[config.mk]
export PLATFORM = sky130hd
export DESIGN_NAME = instr_fetch_ctrl_flat
export DESIGN_NICKNAME = d
export VERILOG_FILES = /design/src/rtl/instr_fetch_ctrl_if.sv /design/src/rtl/instr_fetch_ctrl.sv /design/src/flat_wrapper.sv
export SDC_FILE = /design/constraint.sdc
export NUM_CORES = 1
export LEC_CHECK = 0
export CAP_MARGIN = 20
export CORE_MARGIN = 2
export CORE_UTILIZATION = 42
export CTS_CLUSTER_SIZE = 12
export DETAILED_ROUTE_END_ITERATION = 7
export HOLD_SLACK_MARGIN = 0.03
export PLACE_DENSITY = 0.84
export SLEW_MARGIN = 20
export SYNTH_ARGS = -nofsm -noshare
export SYNTH_HDL_FRONTEND = slang
export SYNTH_SLANG_ARGS = --single-unit
[constraint.sdc]
create_clock -name i_clk -period 2.6 [get_ports i_clk]
set_clock_uncertainty 0.2 [all_clocks]
set_input_delay 0.78 -clock i_clk [delete_from_list [all_inputs] [get_ports i_clk]]
set_output_delay 0.78 -clock i_clk [all_outputs]
set_load 0.1 [all_outputs]
[src/rtl/instr_fetch_ctrl_if.sv]
// Bundle of the BRAM port, program-loader port and decode-side fetch port
// of the instruction fetch controller. The controller uses the master view.
interface instr_fetch_ctrl_if #(
    parameter int unsigned ADDR_W = 11,
    parameter int unsigned DATA_W = 32
);
    // BRAM port
    logic              mem_en;
    logic              mem_we;
    logic [ADDR_W-1:0] mem_addr;
    logic [DATA_W-1:0] mem_wdata;
    logic [DATA_W-1:0] mem_rdata;

    // Program loader
    logic              ld_req;
    logic [ADDR_W-1:0] ld_addr;
    logic [DATA_W-1:0] ld_data;
    logic              ld_ack;

    // Fetch control and decode handshake
    logic              run;
    logic              redirect;
    logic [ADDR_W-1:0] redirect_pc;
    logic [DATA_W-1:0] instr;
    logic [ADDR_W-1:0] instr_pc;
    logic              instr_valid;
    logic              instr_ready;
    logic              busy;

    modport master (
        output mem_en, mem_we, mem_addr, mem_wdata,
        input  mem_rdata,
        input  ld_req, ld_addr, ld_data,
        output ld_ack,
        input  run, redirect, redirect_pc,
        output instr, instr_pc, instr_valid,
        input  instr_ready,
        output busy
    );

    modport slave (
        input  mem_en, mem_we, mem_addr, mem_wdata,
        output mem_rdata,
        output ld_req, ld_addr, ld_data,
        input  ld_ack,
        output run, redirect, redirect_pc,
        input  instr, instr_pc, instr_valid,
        output instr_ready,
        input  busy
    );
endinterface

[src/rtl/instr_fetch_ctrl.sv]
// Instruction fetch sequencer and BRAM port arbiter. Shares the single BRAM
// port between the boot loader (writes, IDLE only) and the fetch stream, and
// hides the one-cycle read latency behind a 2-entry {instr, pc} buffer.
module instr_fetch_ctrl #(
    parameter int unsigned       ADDR_W   = 11,
    parameter int unsigned       DATA_W   = 32,
    parameter logic [ADDR_W-1:0] RESET_PC = '0
) (
    input  logic                 i_clk,
    input  logic                 i_rst_n,
    instr_fetch_ctrl_if.master   io_bus
);

    typedef enum logic [1:0] {
        StIdle  = 2'd0,
        StRun   = 2'd1,
        StDrain = 2'd2
    } state_e;

    state_e            r_state, w_state_nxt;
    logic [ADDR_W-1:0] r_pc, w_pc_nxt;
    logic              r_inflight;
    logic [ADDR_W-1:0] r_infl_pc;
    logic [1:0]        r_count, w_count_nxt;
    logic [DATA_W-1:0] r_buf_data [2];
    logic [DATA_W-1:0] w_buf_data_nxt [2];
    logic [ADDR_W-1:0] r_buf_pc [2];
    logic [ADDR_W-1:0] w_buf_pc_nxt [2];

    logic       w_ld_wr;
    logic       w_pop;
    logic       w_push;
    logic       w_flush;
    logic       w_issue;
    logic       w_push_idx;
    logic [1:0] w_occ;

    // Port arbitration, issue decision and buffer occupancy
    always_comb begin
        w_ld_wr = i_rst_n && (r_state == StIdle) && io_bus.ld_req;
        w_pop   = (r_count != 2'd0) && io_bus.instr_ready;
        w_flush = (r_state == StRun) && io_bus.redirect;
        w_push  = r_inflight && !w_flush;
        // Occupancy after this cycle's pop, counting the word still in the BRAM
        w_occ   = r_count + {1'b0, r_inflight} - {1'b0, w_pop};
        w_issue = i_rst_n && (r_state == StRun) && io_bus.run && !io_bus.redirect
                  && (w_occ < 2'd2);
        // Tail slot once this cycle's pop has shifted the head out
        w_push_idx = (r_count == 2'd2) || ((r_count == 2'd1) && !w_pop);
    end

    // Next state and fetch PC
    always_comb begin
        w_state_nxt = r_state;
        w_pc_nxt    = r_pc;
        unique case (r_state)
            StIdle: begin
                if (io_bus.run && !io_bus.ld_req) begin
                    w_state_nxt = StRun;
                    w_pc_nxt    = RESET_PC;
                end
            end
            StRun: begin
                if (io_bus.redirect) begin
                    w_pc_nxt = io_bus.redirect_pc;
                end else if (!io_bus.run) begin
                    w_state_nxt = StDrain;
                end else if (w_issue) begin
                    w_pc_nxt = r_pc + ADDR_W'(1);
                end
            end
            StDrain: begin
                if (io_bus.run) begin
                    w_state_nxt = StRun;
                end else if ((r_count == 2'd0) && !r_inflight) begin
                    w_state_nxt = StIdle;
                end
            end
            default: w_state_nxt = StIdle;
        endcase
    end

    // Buffer next state: pop shifts entry 1 to the head, push fills the tail
    always_comb begin
        w_buf_data_nxt = r_buf_data;
        w_buf_pc_nxt   = r_buf_pc;
        w_count_nxt    = r_count;
        if (w_flush) begin
            w_count_nxt = 2'd0;
        end else begin
            if (w_pop) begin
                w_buf_data_nxt[0] = r_buf_data[1];
                w_buf_pc_nxt[0]   = r_buf_pc[1];
            end
            if (w_push) begin
                w_buf_data_nxt[w_push_idx] = io_bus.mem_rdata;
                w_buf_pc_nxt[w_push_idx]   = r_infl_pc;
            end
            w_count_nxt = r_count + {1'b0, w_push} - {1'b0, w_pop};
        end
    end

    // State, PC, in-flight tracking and buffer registers
    always_ff @(posedge i_clk or negedge i_rst_n) begin
        if (!i_rst_n) begin
            r_state    <= StIdle;
            r_pc       <= RESET_PC;
            r_inflight <= 1'b0;
            r_infl_pc  <= '0;
            r_count    <= 2'd0;
            for (int i = 0; i < 2; i++) begin
                r_buf_data[i] <= '0;
                r_buf_pc[i]   <= '0;
            end
        end else begin
            r_state    <= w_state_nxt;
            r_pc       <= w_pc_nxt;
            r_inflight <= w_issue;
            if (w_issue) begin
                r_infl_pc <= r_pc;
            end
            r_count    <= w_count_nxt;
            r_buf_data <= w_buf_data_nxt;
            r_buf_pc   <= w_buf_pc_nxt;
        end
    end

    // Output drive; load and issue are both forced off while in reset
    always_comb begin
        io_bus.mem_en      = w_ld_wr || w_issue;
        io_bus.mem_we      = w_ld_wr;
        io_bus.mem_addr    = w_ld_wr ? io_bus.ld_addr : (w_issue ? r_pc : '0);
        io_bus.mem_wdata   = w_ld_wr ? io_bus.ld_data : '0;
        io_bus.ld_ack      = w_ld_wr;
        io_bus.instr       = r_buf_data[0];
        io_bus.instr_pc    = r_buf_pc[0];
        io_bus.instr_valid = (r_count != 2'd0);
        io_bus.busy        = (r_state != StIdle);
    end

endmodule

[src/flat_wrapper.sv]
// flat-port wrapper written by rule: the top's interface ports become plain ports
module instr_fetch_ctrl_flat 
#(
    parameter int unsigned       ADDR_W   = 11,
    parameter int unsigned       DATA_W   = 32,
    parameter logic [ADDR_W-1:0] RESET_PC = '0
)
  (i_clk, i_rst_n, io_bus_mem_en, io_bus_mem_we, io_bus_mem_addr, io_bus_mem_wdata, io_bus_mem_rdata, io_bus_ld_req, io_bus_ld_addr, io_bus_ld_data, io_bus_ld_ack, io_bus_run, io_bus_redirect, io_bus_redirect_pc, io_bus_instr, io_bus_instr_pc, io_bus_instr_valid, io_bus_instr_ready, io_bus_busy);
  instr_fetch_ctrl_if #(.ADDR_W(ADDR_W), .DATA_W(DATA_W)) io_bus_i ();
  input  logic i_clk;
  input  logic i_rst_n;
  output wire logic [$bits(io_bus_i.mem_en)-1:0] io_bus_mem_en;
  output wire logic [$bits(io_bus_i.mem_we)-1:0] io_bus_mem_we;
  output wire logic [$bits(io_bus_i.mem_addr)-1:0] io_bus_mem_addr;
  output wire logic [$bits(io_bus_i.mem_wdata)-1:0] io_bus_mem_wdata;
  input wire logic [$bits(io_bus_i.mem_rdata)-1:0] io_bus_mem_rdata;
  input wire logic [$bits(io_bus_i.ld_req)-1:0] io_bus_ld_req;
  input wire logic [$bits(io_bus_i.ld_addr)-1:0] io_bus_ld_addr;
  input wire logic [$bits(io_bus_i.ld_data)-1:0] io_bus_ld_data;
  output wire logic [$bits(io_bus_i.ld_ack)-1:0] io_bus_ld_ack;
  input wire logic [$bits(io_bus_i.run)-1:0] io_bus_run;
  input wire logic [$bits(io_bus_i.redirect)-1:0] io_bus_redirect;
  input wire logic [$bits(io_bus_i.redirect_pc)-1:0] io_bus_redirect_pc;
  output wire logic [$bits(io_bus_i.instr)-1:0] io_bus_instr;
  output wire logic [$bits(io_bus_i.instr_pc)-1:0] io_bus_instr_pc;
  output wire logic [$bits(io_bus_i.instr_valid)-1:0] io_bus_instr_valid;
  input wire logic [$bits(io_bus_i.instr_ready)-1:0] io_bus_instr_ready;
  output wire logic [$bits(io_bus_i.busy)-1:0] io_bus_busy;
  assign io_bus_mem_en = io_bus_i.mem_en;
  assign io_bus_mem_we = io_bus_i.mem_we;
  assign io_bus_mem_addr = io_bus_i.mem_addr;
  assign io_bus_mem_wdata = io_bus_i.mem_wdata;
  assign io_bus_i.mem_rdata = io_bus_mem_rdata;
  assign io_bus_i.ld_req = io_bus_ld_req;
  assign io_bus_i.ld_addr = io_bus_ld_addr;
  assign io_bus_i.ld_data = io_bus_ld_data;
  assign io_bus_ld_ack = io_bus_i.ld_ack;
  assign io_bus_i.run = io_bus_run;
  assign io_bus_i.redirect = io_bus_redirect;
  assign io_bus_i.redirect_pc = io_bus_redirect_pc;
  assign io_bus_instr = io_bus_i.instr;
  assign io_bus_instr_pc = io_bus_i.instr_pc;
  assign io_bus_instr_valid = io_bus_i.instr_valid;
  assign io_bus_i.instr_ready = io_bus_instr_ready;
  assign io_bus_busy = io_bus_i.busy;
  instr_fetch_ctrl #(.ADDR_W(ADDR_W), .DATA_W(DATA_W), .RESET_PC(RESET_PC)) u_core (.i_clk(i_clk), .i_rst_n(i_rst_n), .io_bus(io_bus_i));
endmodule
==> run metrics, run 1 <==
Max transition margin about half; Std-Cell Rows 42; Finished Layout Cells a little under 900; combined flip-flop and latch cell area 2830 sq um; initial core utilization 42.9%; die area 14,400 sq um; Post-synth EDFFs 0; overall overflow remaining after global route 0; RSZ-0062 raised after global routing yes; cell types occupying the most area after synthesis dfrtp_1 50%, mux2_2 9.4%, buf_4 6.8%, a222oi_1 6.2%, and2_1 3.6%; initial detailed-routing violation count around 530; final instance area 9100 sq um; initial antenna violation count 0; combinational cell fraction of total power 48.8%; number of nets in the layout 793; Yosys warnings 0; number of iterations in the first detailed-routing pass 7; # IOs between 150 and 200; area of the multi-input gates 2340 sq um; Worst VDD drop 629 uV; number of DRC violations after detailed routing 0; upper clock frequency limit 331 MHz; width of the die 120 um; capturing point of the worst reg2reg path u_core.r_infl_pc[9]$_DFFE_PN0N_; area of the core 13,200 sq um; share of flip-flops with an asynchronous set or reset 100%; All-Layer GR Usage between 20% and 30%; clk slew on worst S/H paths 60 ps; die outline height 120 um; final critical delay including setup and external delays 3020 ps; routed length per placed instance 18.4 um; category of the worst setup path capture point output port; Synth Net Count 601; type of the worst min-delay path input pin to asynchronous set/reset pin; run status finished with violations; failing checks setup timing; Syn Std Cell Area 5660 sq um; largest net degree at the start of global routing 85; Max-cap violations 0; fraction of layout cells with a size suffix above 1 42.3%; portion of synthesized cell area occupied by the leading cell type 50.0%; final worst path period share 116%; root buffer cell clkbuf_16; CTS Buf Count 17; number of standard cells after synthesis around 510; clock tree from TritonCTS done; fill cell total of the finished layout 906; Worst Slack Setup Final -421 ps; deepest clock path buffer count 2; power dissipated by switching net loads ~4500 uW; total internal power 5430 uW; number of library cell types mapped by synthesis between 50 and 60; register area share after synthesis 50.0%; layout overhead on the synthesized area 60.7%; final wirelength 16.4 mm; global placer's final weighted congestion between 0.9 and 1; highest fanout seen on the critical path 7; Pwr Density between 1000 and 1500 nW/um^2; final total negative setup slack -16,460 ps; number of cells on the worst reg-to-reg path 10; number of setup violations in the final report 46; cell accounting for the most synthesized area dfrtp_1; total clock sinks around 110; Via Count between 4,000 and 5,000; Synth Area per Inst 11.2 sq um; wire length of the first global-routing pass 26.1 mm; final hold violations 0; residual antenna-violating net count after detailed routing 0; number of input and output port buffers inserted ~180; part of the power in registers between 20% and 30%; count of antenna diodes in the layout 0; post-place instance area between 8000 and 9000 sq um; data required time of the worst path 1620 ps; standby leakage power 0.00449 uW; count of H-tree levels built during CTS 4; Crit Path Class input pin to output port; final count of pins violating max slew 0; switch share 45.5%; number of flip-flops and latches in the synthesized netlist 113; reg-to-reg setup timing slack approximately 190 ps; number of vias per cell 5.48; ys flop type dfrtp_1; Placed Cells incl. Taps between 800 and 900; kind of start point of the critical path input pin; HPWL reported at the end of detailed placement 11.2 mm; part of the power in the clock network 23.6%; startpoint of the worst-slack reg-to-reg timing path u_core.r_inflight$_DFF_PN0_; critical path data arrival time roughly 2000 ps; worst-margin pin slew 749 ps; worst skew pair latency 400 ps; vias in the first global route 5,252
==> per-stage QoR <==
stage                     hold slack, ps  utilization (%)  power (uW)  setup slack [ps]
after floorplan                      270                -        6530              -263
after global placement               278             62.0        7360              -932
after detailed placement             288             62.0        7500              -991
after CTS                            256             69.0       10000              -406
after global routing                 281             69.0       10400              -464
final                                256             69.0        9970              -421
==> cell families after synthesis <==
logic type,Yosys count,share of synthesized area (%)
simple gates,93,9.53
mux,57,11.4
xor+xnor,2,0.310
buf+inv,125,12.7
flops,113,50.0
fa+ha+maj,3,0.663
compound gates,113,15.5
==> how the worst max path moves through the flow <==
stage	end	slack (ps)	start
after floorplan	io_bus_mem_addr[1]	-260	io_bus_instr_ready
after global placement	io_bus_mem_addr[4]	-930	io_bus_instr_ready
after detailed placement	io_bus_mem_addr[2]	-990	io_bus_instr_ready
after CTS	io_bus_mem_addr[8]	-410	io_bus_instr_ready
after global routing	io_bus_mem_addr[8]	-460	u_core.r_inflight$_DFF_PN0_
final	io_bus_mem_addr[8]	-420	io_bus_instr_ready
==> cells in the mapped netlist (all sizes together) (3+ instances only) <==
master / number
a21oi: 27
a222oi: 35
a22o: 12
a2bb2oi: 3
and2: 34
and3: 4
buf: 62
clkbuf: 12
dfrtp: 113
ha: 3
inv: 51
mux2: 56
nand2: 22
nand3: 6
nor2: 10
nor2b: 3
nor3: 4
o211ai: 3
o21ai: 10
o22ai: 8
==> cell usage in the layout (no fill, tap or decap), types with 4 or more instances in the layout <==
master	count
nand3_1	6
a222oi_1	35
clkinvlp_4	4
clkdlybuf4s50_1	86
o21ai_0	7
a22o_4	11
a21oi_1	26
nand2_1	20
clkbuf_16	17
dfrtp_1	111
nor2_1	8
buf_4	91
o22ai_1	8
and2_4	33
buf_12	59
inv_1	50
mux2_2	47
mux2_1	7
==> what timing repair did <==
| action | CTS | global route |
|---|---|---|
| pin swaps | 6 | 2 |
| hold endpoints to repair | 2 | 0 |
| hold buffers | 1 | 0 |
| setup buffers | 21 | 0 |
| resized for setup | 26 | 0 |
| gates cloned | 3 | 0 |
| endpoints found under the setup margin | 57 | 48 |
==> power groups by stage <==
stage               logic (uW)  registers, uW  clock network, uW
finish                    4860           2760               2350
floorplan                 3910           2620                  0
global placement          4640           2720                  0
CTS                       4880           2740               2400
global route              5070           2810               2500
detailed placement        4740           2770                  0
==> critical path: stages <==
cell and delay [ps]:
buf_8 100, nor2b_4 120, mux2_4 340, nand2_8 90, nor2_8 40, buf_8 140
a22o_4 250, buf_12 160
==> area by class of cell <==
class / count / share of cell area, %
clock buffers: 20 / 5.02
clock inverters: 12 / 1.72
inverters: 51 / 2.10
multi-input cells: 268 / 25.7
flip-flops and latches: 113 / 31.1
well taps: 176 / 2.42
repair buffers: 247 / 31.9
==> per-layer routing <==
metal	GRT usage, %	vias to the layer above	share of wire [%]
met5	0	-	0
met4	10.2	0	2.7
met3	6.89	34	9.4
met2	40.7	291	51
met1	25.8	2379	37
li1	-	2158	-
Note: power is estimated with default switching activity, not from simulation.
==> run 2: changes to the inputs <==
Settings changed: SLEW_MARGIN 20 to unset.
==> run metrics, run 2 (synthesized netlist as in run 1, its figures left out) <==
deepest clock path buffer count 2 (unchanged); final wirelength 16.3 mm (-0.29%); final critical delay including setup and external delays 3020 ps (-1.26 ps); die outline height 120 um (unchanged); run status finished with violations; number of vias per cell 5.47 (-0.22%); kind of start point of the critical path input pin; largest net degree at the start of global routing 85 (unchanged); Final Total Pwr 9970 uW (about the same); number of nets in the layout 794 (+0.13%); number of input and output port buffers inserted 182 (unchanged); HPWL reported at the end of detailed placement 11.2 mm (unchanged); width of the die 120 um (unchanged); Max transition margin 66.7% (+17 points); type of the worst min-delay path input pin to asynchronous set/reset pin; number of setup violations in the final report 46 (unchanged); standby leakage power 0.00450 uW (+0.18%); final count of pins violating max slew 0 (unchanged); fill cell total of the finished layout 906 (unchanged); die area 14,400 sq um (unchanged); number of iterations in the first detailed-routing pass 7 (unchanged); total clock sinks 113 (unchanged); most used cell along the critical path buf_8; Via Count 4,857 (-0.10%); ordered list of cells on the worst path buf_8 > nor2b_4 > mux2_4 > nand2_8 > nor2_8 > buf_8 > a22o_4 > buf_12; RSZ-0062 raised after global routing yes; count of H-tree levels built during CTS 4 (unchanged); residual antenna-violating net count after detailed routing 0 (unchanged); layout overhead on the synthesized area 61.0%; Pwr Density 1090 nW/um^2 (-0.20%); root buffer cell clkbuf_16; highest-count cells in the layout ignoring fill and taps 111 x dfrtp_1, 92 x buf_4, 86 x clkdlybuf4s50_1, 60 x buf_12, 50 x inv_1; worst skew pair latency 400 ps (about the same); Worst VDD drop 631 uV (+0.37%); initial detailed-routing violation count 615 (+16%); most frequent standard cell in the layout excluding fill and tap cells dfrtp_1; critical path data arrival time 2040 ps (about the same); highest fanout seen on the critical path 7 (unchanged); Std-Cell Rows 42 (unchanged); global placer's final weighted congestion 0.970 (unchanged); CTS Buf Count 17 (unchanged); routed length per placed instance 18.4 um (-0.40%); final worst path period share 116% (about the same); Crit Path Class input pin to output port; clock tree from TritonCTS done; upper clock frequency limit 331 MHz (about the same); data required time of the worst path 1620 ps (about the same); slowest CP cell mux2_4; clk slew on worst S/H paths 60 ps (about the same); number of DRC violations after detailed routing 0 (unchanged); largest incremental delay on the critical path 340 ps (about the same); count of antenna diodes in the layout 0 (unchanged); overall overflow remaining after global route 0 (unchanged); final instance area 9110 sq um (+0.18%); vias in the first global route 5,252 (unchanged); Max-cap violations 0 (unchanged); All-Layer GR Usage 23.1% (unchanged); final hold violations 0 (unchanged); initial core utilization 42.9% (unchanged); initial antenna violation count 0 (unchanged); fraction of layout cells with a size suffix above 1 42.4% (+0.081 points); wire length of the first global-routing pass 26.1 mm (unchanged); category of the worst setup path capture point output port; worst-margin pin slew 500 ps (-249 ps); failing checks setup timing; # IOs 183 (unchanged); post-place instance area 8180 sq um (unchanged); area of the core 13,200 sq um (unchanged); number of cells on the worst reg-to-reg path 10 (unchanged); Worst Slack Setup Final -419 ps (+1.26 ps)
[run 2: what timing repair did]
action | in CTS | in global routing
endpoints found under the setup margin | 57 | 48
hold buffers | 1 | 0
resized for setup | 26 | 0
pin swaps | 6 | 2
cloned | 3 | 0
hold endpoints to repair | 2 | 0
buffers inserted | 21 | 0
[run 2: through the flow]
step	hold WS, ps	instances	setup TNS (ps)	util [%]	worst slack (ps)
6_report	255	888	-16530	69.1	-419
5_1_grt	279	888	-19450	69.1	-464
4_1_cts	256	888	-15920	69.0	-406
3_5_place_dp	288	836	-47020	62.0	-991
3_3_place_gp	278	836	-41570	62.0	-932
2_1_floorplan	270	506	-3380	-	-263
[run 2: layout make-up]
| class | instances | area [sq um] | share of cell area (%) |
|---|---|---|---|
| inverters | 51 | 191 | 2.10 |
| well taps | 176 | 220 | 2.42 |
| clock buffers | 20 | 457 | 5.01 |
| clock inverters | 12 | 156 | 1.72 |
| repair buffers | 248 | 2920 | 32.0 |
| flip-flops and latches | 113 | 2830 | 31.1 |
| multi-input cells | 268 | 2340 | 25.7 |
[run 2: power breakdown]
part	switching (uW)	internal, uW
combinational	3330	1540
sequential	412	2340
clock	789	1560
[run 2: worst paths after layout]
kind / from / slack (ps) / end
max: io_bus_instr_ready / -420 / io_bus_mem_addr[8]
min: i_rst_n / 250 / u_core.r_pc[9]$_DFFE_PN0P_
max reg2reg: u_core.r_inflight$_DFF_PN0_ / 190 / u_core.r_infl_pc[9]$_DFFE_PN0N_
min reg2reg: flop / 300 / u_core.io_bus.instr_pc[4]$_DFFE_PN0N_
max in group asynchronous: i_rst_n / 850 / asynchronous set/reset pin
min in group i_clk: flop / 300 / u_core.io_bus.instr_pc[4]$_DFFE_PN0N_
[run 2: per-layer routing]
metal  part of all wire, %  global-route usage [%]  vias up
met3                   9.2                    6.89       36
met4                   2.6                    10.2        0
li1                      -                       -     2160
met1                    37                    25.8     2378
met5                     0                       0        -
met2                    51                    40.7      283
[run 2: worst max-delay path: cells and delay by family]
kind	cells	cell delay [ps]
AO/OA/AOI/OAI	1	250
buffers and inverters	3	400
multiplexers	1	340
AND/OR/NAND/NOR	3	250
==> run 3: changes to the inputs <==
Settings changed: SKIP_CTS_REPAIR_TIMING set to 1.
==> run metrics, run 3 (synthesized netlist as in run 1, its figures left out) <==
vias in the first global route 5,012 (-4.6%); reg-to-reg setup timing slack 480 ps (+290 ps); All-Layer GR Usage 21.3% (-1.8 points); failing checks setup timing; total clock sinks 113 (unchanged); HPWL reported at the end of detailed placement 11.2 mm (unchanged); final hold violations 0 (unchanged); clk slew on worst S/H paths 60 ps (about the same); CTS Buf Count 17 (unchanged); standby leakage power 0.00448 uW (-0.49%); number of vias per cell 5.46 (-0.15%); highest-count cells in the layout ignoring fill and taps 110 x dfrtp_1, 86 x clkdlybuf4s50_1, 84 x buf_4, 58 x buf_12, 50 x inv_1; Max transition margin 66.7% (+0.070 points); Worst VDD drop 636 uV (+0.85%); layout overhead on the synthesized area 60.1%; initial antenna violation count 0 (unchanged); final critical delay including setup and external delays 2950 ps (-70.1 ps); final count of pins violating max slew 0 (unchanged); die outline height 120 um (unchanged); count of antenna diodes in the layout 0 (unchanged); wire length of the first global-routing pass 24.4 mm (-6.8%); area of the core 13,200 sq um (unchanged); Pwr Density 1100 nW/um^2 (+0.57%); number of setup violations in the final report 46 (unchanged); capturing point of the worst reg2reg path u_core.r_infl_pc[4]$_DFFE_PN0N_; final wirelength 16.3 mm (-0.28%); final worst path period share 113% (-2.7 points); clock tree from TritonCTS done; initial detailed-routing violation count 552 (-10%); number of nets in the layout 788 (-0.76%); count of H-tree levels built during CTS 4 (unchanged); root buffer cell clkbuf_16; initial core utilization 42.9% (unchanged); Via Count 4,817 (-0.82%); number of DRC violations after detailed routing 0 (unchanged); global placer's final weighted congestion 0.970 (unchanged); Finished Layout Cells 882 (-0.68%); Std-Cell Rows 42 (unchanged); Crit Path Class input pin to output port; most frequent standard cell in the layout excluding fill and tap cells dfrtp_1; number of cells on the worst reg-to-reg path 4 (-6); launching instance or port of the critical path io_bus_instr_ready; startpoint of the worst-slack reg-to-reg timing path u_core.r_state[1]$_DFFE_PN0P_; Placed Cells incl. Taps 836 (unchanged); deepest clock path buffer count 2 (unchanged); type of the worst min-delay path input pin to asynchronous set/reset pin; run status finished with violations; # IOs 183 (unchanged); data required time of the worst path 1620 ps (about the same); upper clock frequency limit 339 MHz (+2.4%); category of the worst setup path capture point output port; routed length per placed instance 18.4 um (+0.40%); final cell utilization of the core 68.7% (-0.39 points); kind of start point of the critical path input pin; worst skew pair latency 400 ps (about the same); Worst Slack Setup Final -349 ps (+70.1 ps); largest net degree at the start of global routing 85 (unchanged); number of iterations in the first detailed-routing pass 6 (-1); width of the die 120 um (unchanged); number of input and output port buffers inserted 182 (unchanged); die area 14,400 sq um (unchanged); fill cell total of the finished layout 909 (+0.33%); critical path data arrival time 1970 ps (-70 ps); worst-margin pin slew 499 ps (-1.04 ps); RSZ-0062 raised after global routing yes; fraction of layout cells with a size suffix above 1 42.5% (+0.077 points); highest fanout seen on the critical path 6 (-1); overall overflow remaining after global route 0 (unchanged); residual antenna-violating net count after detailed routing 0 (unchanged); Max-cap violations 0 (unchanged)
run 3: cell count changes in the layout (fill, tap and decap cells not counted), moves of 2 or more:
cell | previous run | this run
clkbuf_16 | 17 | 20
buf_6 | 0 | 6
buf_16 | 3 | 0
buf_8 | 3 | 0
dlygate4sd2_1 | 2 | 0
buf_12 | 60 | 58
nor2_4 | 0 | 2
buf_4 | 92 | 84
dlymetal6s2s_1 | 0 | 2
run 3: where the power goes:
| part | switching, uW | leakage [uW] | internal, uW | total [uW] |
|---|---|---|---|---|
| Sequential | 421 | 0.00150 | 2340 | 2760 |
| Combinational | 3320 | 0.00269 | 1530 | 4850 |
| Clock | 794 | 0.000289 | 1560 | 2350 |
| Total | 4540 | 0.00448 | 5430 | 9970 |
run 3: layer usage:
| metal | part of all wire, % | wire (um) | vias up | global-route usage (%) |
|---|---|---|---|---|
| met3 | 9.1 | 1470 | 30 | 5.94 |
| li1 | - | - | 2150 | - |
| met4 | 2.8 | 454 | 0 | 8.16 |
| met5 | 0 | 0 | - | 0 |
| met1 | 37 | 6090 | 2339 | 25.3 |
| met2 | 51 | 8240 | 298 | 36.6 |
run 3: cell type report:
type / instances / area, sq um / share of cell area [%]
repair buffers: 241 / 2840 / 31.3
flip-flops and latches: 113 / 2830 / 31.2
multi-input cells: 269 / 2370 / 26.2
clock buffers: 20 / 457 / 5.04
well taps: 176 / 220 / 2.43
inverters: 51 / 191 / 2.11
clock inverters: 12 / 156 / 1.73
run 3: through the flow:
stage	setup WS (ps)	TNS (ps)	power, uW	hold WS, ps	instance area, sq um
floorplan	-263	-3380	6530	270	5900
global placement	-932	-41570	7360	278	8180
detailed placement	-991	-47020	7500	288	8180
CTS	-1000	-30260	9890	-33.7	8790
global route	-374	-13890	10400	278	9060
finish	-349	-10970	9970	260	9060
run 3: worst max-delay path by stage:
stage | cells past startpoint | end | slack, ps
2_1_floorplan | 6 | io_bus_mem_addr[1] | -260
3_3_place_gp | 7 | io_bus_mem_addr[4] | -930
3_5_place_dp | 7 | io_bus_mem_addr[2] | -990
4_1_cts | 7 | io_bus_mem_addr[8] | -1000
5_1_grt | 6 | io_bus_mem_en | -370
6_report | 7 | io_bus_mem_addr[2] | -350
run 3: critical path: stages:
cell     delay, ps
buf_6          110
nor2b_4        110
mux2_4         340
nand2_8        110
nor2_4          80
a22o_4         270
buf_12         160
==> RTL edit 1 (config.mk and constraints of run 3) <==
Encoding of `state_e`: now one-hot (3 bits for 3 states).
--- a/src/rtl/instr_fetch_ctrl.sv
+++ b/src/rtl/instr_fetch_ctrl.sv
@@ -11,10 +11,10 @@
     instr_fetch_ctrl_if.master   io_bus
 );
 
-    typedef enum logic [1:0] {
-        StIdle  = 2'd0,
-        StRun   = 2'd1,
-        StDrain = 2'd2
+    typedef enum logic [2:0] {
+        StIdle  = 3'b001,
+        StRun   = 3'b010,
+        StDrain = 3'b100
     } state_e;
 
     state_e            r_state, w_state_nxt;
Formal check against the unedited RTL: same outputs for any inputs over 4 cycles, from zero or initial values and one cycle with i_rst_n low; so few cycles prove little.
==> RTL edit 1 against run 3 <==
The run still ends with negative setup slack left. Sequential cell count up 1. Routed wire length decreased by 7.8%. Via count shrank 4.5%. Design area up 1.4%. Setup slack got worse by 0.17 ns. Global-route usage fell by 1.5 points. Area after synthesis grew 4.7%. Cell count rose by 2.2%. Largest cell class is now flip-flops and latches.
Power is not compared: it rests on default switching activity, and its combinational part moved more than twofold at a synthesized area within 25%.
==> RTL edit 1: results (changes against run 3) <==
* Final setup viols at 46 (unchanged)
* Post-synthesis sequential area ratio at 48.15% (was 49.97%)
* Reg2reg setup slack at 0.30 ns (was 0.48 ns)
* Layout cell share with drive strength beyond 1 at 39.53% (was 42.49%)
* Worst-path fanout max at 7 (was 6)
* Sum of negative setup slack at -21.49 ns (was -10.97 ns)
* Initial antenna violation count at 0 (unchanged)
* Switching power at around 2400 µW
* IO Port Bufs at 182 (unchanged)
* GR Util All Layers at 19.84% (was 21.32%)
* First-pass GRT wire length at 23350 µm (was 24350 µm)
* Worst skew pair latency at 0.40 ns (about the same)
* Mapped Nets at 627 (was 601)
* Cells after DPL at 863 (was 836)
* Vias after detailed routing at 4601 (was 4817)
* Max rail drop VDD at 481.7 µV
* Fin nets at 803 (was 788)
* RR Startpoint: u_core.r_count[0] (was u_core.r_state[1])
* CP endpoint: io_bus_mem_addr[6] (was io_bus_mem_addr[2])
* Pin count of the biggest net entering global routing at 61 (was 85)
* CTS Buf Count at 17 (unchanged)
* R2R Path End: u_core.r_count[1] (was u_core.r_infl_pc[4])
* R2R cell count at 9 (was 4)
* H-tree lvl count at 4 (unchanged)
* Distinct cells, synth at 56 (was 57)
* Status: complete, but fails checks (unchanged)
* Failing checks: negative setup slack (unchanged)
* Vias in the first global route at 4818 (was 5012)
* Post-DP HPWL at 10870 µm (was 11170 µm)
* Crit path launch: io_bus_instr_ready (unchanged)
* Most area-consuming cells after synthesis: dfrtp_1 (48%), mux2_2 (7.6%), mux2i_1 (7.4%) (was dfrtp_1 (50%), mux2_2 (9.4%), buf_4 (6.8%))
* Clock Tree Buf Depth at 2 (unchanged)
* Worst Slack Setup Final at -0.5163 ns (was -0.3493 ns)
* Syn Area/Cell at 11.14 µm² (was 11.18 µm²)
* Drt wl/cell at 16.64 µm (was 18.44 µm)
* TritonRoute pass-1 iters at 4 (was 6)
* Starting DRT DRC Count at 209 (was 552)
* Post-Route WL at 14990 µm (was 16260 µm)
* CP arrival at 2.14 ns (was 1.97 ns)
* Synth cell count leaders: dfrtp_1 (113), nor2_1 (52), a21oi_1 (48) (was dfrtp_1 (113), buf_4 (51), inv_1 (50))
* Worst min-delay path class: flop to flop (was primary input to async pin)
* Routability cong. at 0.9118 (was 0.9696)
* Actual slew at the worst max-slew pin at 0.7448 ns (was 0.4990 ns)
* Static Leak at between 0.004 and 0.005 µW
[RTL edit 1: cell types whose count changed after synthesis, sizes merged, moves of 3 or more]
| cell | delta |
|---|---|
| a21oi | +22 |
| a222oi | -35 |
| buf | +4 |
| clkbuf | -3 |
| inv | -42 |
| mux2i | +43 |
| nand2 | -11 |
| nand2b | +5 |
| nor2 | +43 |
| o22ai | -6 |
[RTL edit 1: final cells by class]
| type | count | area [µm²] |
|---|---|---|
| clock buffer | 21 | 470.5 |
| timing repair buffer | 232 | 2779 |
| sequential | 114 | 2854 |
| fill | 962 | 4636 |
| inverter | 9 | 36.28 |
| tap | 180 | 225.2 |
| clock inverter | 11 | 128.9 |
| multi-input combinational | 334 | 2698 |
[RTL edit 1: critical path, stage by stage]
cell	delay, ns
buf_6	0.10
and2b_1	0.20
mux2i_2	0.24
or2_4	0.20
nor2_8	0.05
buf_12	0.13
a22o_4	0.26
buf_12	0.16
[RTL edit 1: per-layer routing]
layer  global-route usage [%]  wire [µm]
met5                        0          0
met4                    7.687        242
met3                    6.320       1126
met2                    33.98       7649
met1                    23.05       5973
[RTL edit 1: worst min-delay path by stage]
stage               start    to  slack (ns)  cells past startpoint
floorplan            flop  flop        0.26                      1
global placement     flop  flop        0.27                      1
detailed placement   flop  flop        0.29                      1
CTS                  flop  flop        0.30                      1
global route         flop  flop        0.32                      1
finish               flop  flop        0.29                      1
[RTL edit 1: power by group through the flow]
stage | Clock, µW | Combinational, µW | Sequential (µW)
2_1_floorplan | 0 | 1650 | 2030
3_3_place_gp | 0 | 2210 | 2050
3_5_place_dp | 0 | 2260 | 2060
4_1_cts | 2370 | 2260 | 2040
5_1_grt | 2440 | 2400 | 2050
6_report | 2310 | 2300 | 2040
[RTL edit 1: cell families after synthesis]
kind of cell / after synthesis / synth area share, %
AOI/OAI and AO/OA: 94 / 10.07
xor gates and xnor gates: 2 / 0.2956
adders and majority gates: 3 / 0.6334
buffers and inverters: 84 / 10.13
DFF: 114 / 48.15
muxes: 100 / 18.51
and+or+nand+nor: 135 / 12.20
[RTL edit 1: through the flow]
stage               instance area [µm²]  setup slack [ns]  utilization (%)
CTS                                9034            -1.011            65.33
detailed placement                 8434            -1.004            61.00
global placement                   8434           -0.9343            61.00
floorplan                          6157           -0.4320                -
finish                             9191           -0.5163            66.47
global route                       9191           -0.5760            66.47
==> RTL edit 2 (flow settings as in run 3) <==
Without the edit above. `ADDR_W` is set to 11 in 3 places; all go to 12.
--- a/src/rtl/instr_fetch_ctrl_if.sv
+++ b/src/rtl/instr_fetch_ctrl_if.sv
@@ -1,7 +1,7 @@
 // Bundle of the BRAM port, program-loader port and decode-side fetch port
 // of the instruction fetch controller. The controller uses the master view.
 interface instr_fetch_ctrl_if #(
-    parameter int unsigned ADDR_W = 11,
+    parameter int unsigned ADDR_W = 12,
     parameter int unsigned DATA_W = 32
 );
     // BRAM port
--- a/src/rtl/instr_fetch_ctrl.sv
+++ b/src/rtl/instr_fetch_ctrl.sv
@@ -2,7 +2,7 @@
 // port between the boot loader (writes, IDLE only) and the fetch stream, and
 // hides the one-cycle read latency behind a 2-entry {instr, pc} buffer.
 module instr_fetch_ctrl #(
-    parameter int unsigned       ADDR_W   = 11,
+    parameter int unsigned       ADDR_W   = 12,
     parameter int unsigned       DATA_W   = 32,
     parameter logic [ADDR_W-1:0] RESET_PC = '0
 ) (
--- a/src/flat_wrapper.sv
+++ b/src/flat_wrapper.sv
@@ -1,7 +1,7 @@
 // flat-port wrapper written by rule: the top's interface ports become plain ports
 module instr_fetch_ctrl_flat 
 #(
-    parameter int unsigned       ADDR_W   = 11,
+    parameter int unsigned       ADDR_W   = 12,
     parameter int unsigned       DATA_W   = 32,
     parameter logic [ADDR_W-1:0] RESET_PC = '0
 )
Interface: changed (resized io_bus_instr_pc, io_bus_ld_addr, io_bus_mem_addr and io_bus_redirect_pc); port bits go from 183 to 187. The function was not compared with the original's and may differ.
==> RTL edit 2 against run 3 <==
The flow still finishes with violations (negative setup slack). Count of clock-buffer cells in the layout is 1 higher. Design area is 2.5% higher. Area after synthesis is 2.8% higher. Setup slack worse by 0.061 ns. Register-to-register slack worse by 0.14 ns. Global-route usage is 1.4 points higher. Routed wire length is 4.2% higher. Power is 3.0% higher. Sequential cell count is 4 higher. Core utilization is 0.60 points higher.
==> RTL edit 2: results (changes against run 3) <==
* Max rail drop VDD at 732.1 µV (was 636.3 µV)
* Synth cell count leaders: dfrtp_1 (117), mux2_2 (58), inv_1 (49) (was dfrtp_1 (113), buf_4 (51), inv_1 (50))
* Vias in the first global route at 4943 (was 5012)
* Buffer share of cell area at 30.79% (was 31.29%)
* CP arrival at 2.03 ns (was 1.97 ns)
* WHS at 0.1190 ns (was 0.2599 ns)
* Failing checks: negative setup slack (unchanged)
* Multi-input gate area at 2451 µm² (was 2370 µm²)
* Post-synthesis sequential area ratio at 50.34% (was 49.97%)
* Max transition margin at 46.90% (was 66.73%)
* Fin cells at 890 (was 882)
* Clk root buf: clkbuf_16 (unchanged)
* Cells after DPL at 849 (was 836)
* Status: complete, but fails checks (unchanged)
* Bufs w/o clock at 237 (was 241)
* Met1 Track Usage GR at 28.37% (was 25.29%)
* Via/cell ratio at 5.489 (was 5.461)
* Area growth from synthesis to layout at 59.68% (was 60.11%)
* Met3 Usage GRT at 5.150% (was 5.941%)
* Post-DP HPWL at 12230 µm (was 11170 µm)
* Fill cells at 908 (was 909)
* Final setup viols at 47 (was 46)
* Reg2reg setup slack at 0.34 ns (was 0.48 ns)
* Post-Route WL at 16940 µm (was 16260 µm)
* Sink Count at 117 (was 113)
* Pin count of the biggest net entering global routing at 65 (was 85)
* Static Leak at 0.004549 µW (was 0.004477 µW)
* Routability cong. at 0.8877 (was 0.9696)
* Distinct cells, synth at 59 (was 57)
* GR Util All Layers at 22.75% (was 21.32%)
* R2R cell count at 11 (was 4)
* Initial antenna violation count at 1 (was 0)
* Number of diodes at 1 (was 0)
* Most area-consuming cells after synthesis: dfrtp_1 (50%), mux2_2 (11%), a222oi_1 (6.2%) (was dfrtp_1 (50%), mux2_2 (9.4%), buf_4 (6.8%))
* Multi-Input Combinational at 278 (was 269)
* CP delay by family, top: buffers and inverters (was multiplexers)
* Layout cell share with drive strength beyond 1 at 43.34% (was 42.49%)
* R2R Path End: u_core.r_count[1] (was u_core.r_infl_pc[4])
* Mapped Cells at 520 (was 506)
* Clk_buf instances at 21 (was 20)
* Met2 Use GR at 39.04% (was 36.65%)
* Worst Slack Setup Final at -0.4104 ns (was -0.3493 ns)
* RR Startpoint: u_core.r_count[1] (was u_core.r_state[1])
* Mapped Nets at 617 (was 601)
* Fin nets at 799 (was 788)
* IO Port Bufs at 186 (was 182)
* Starting DRT DRC Count at 499 (was 552)
* CP endpoint: io_bus_mem_addr[11] (was io_bus_mem_addr[2])
RTL edit 2: power by group:
group | switching, µW | leakage [µW] | internal [µW]
clock network | 777 | 0.000307 | 1690
registers | 461 | 0.00155 | 2430
logic | 3380 | 0.00269 | 1530
RTL edit 2: logic make-up (layout without fill, tap and decap cells):
kind of cell               Yosys count  count (layout)  synth area share, %
buffers and inverters              125             318                11.77
DFF                                117             117                50.34
AOI/OAI and AO/OA                  116             116                15.79
and+or+nand+nor                     99              99                9.918
muxes                               58              58                11.23
adders and majority gates            3               3               0.6455
xor gates and xnor gates             2               2               0.3013
other                                0               1                    0
RTL edit 2: metrics by stage:
step	TNS (ns)	util, %	cell area (µm²)
floorplan	-12.78	-	6081
global placement	-42.34	62.84	8421
detailed placement	-50.33	62.84	8421
CTS	-31.66	67.54	9051
global route	-16.28	69.30	9286
finish	-14.47	69.30	9286
RTL edit 2: layer usage:
metal,up-vias,routed length [µm]
met5,-,0
li1,2204,-
met4,0,346
met1,2450,6754
met3,25,1001
met2,206,8833
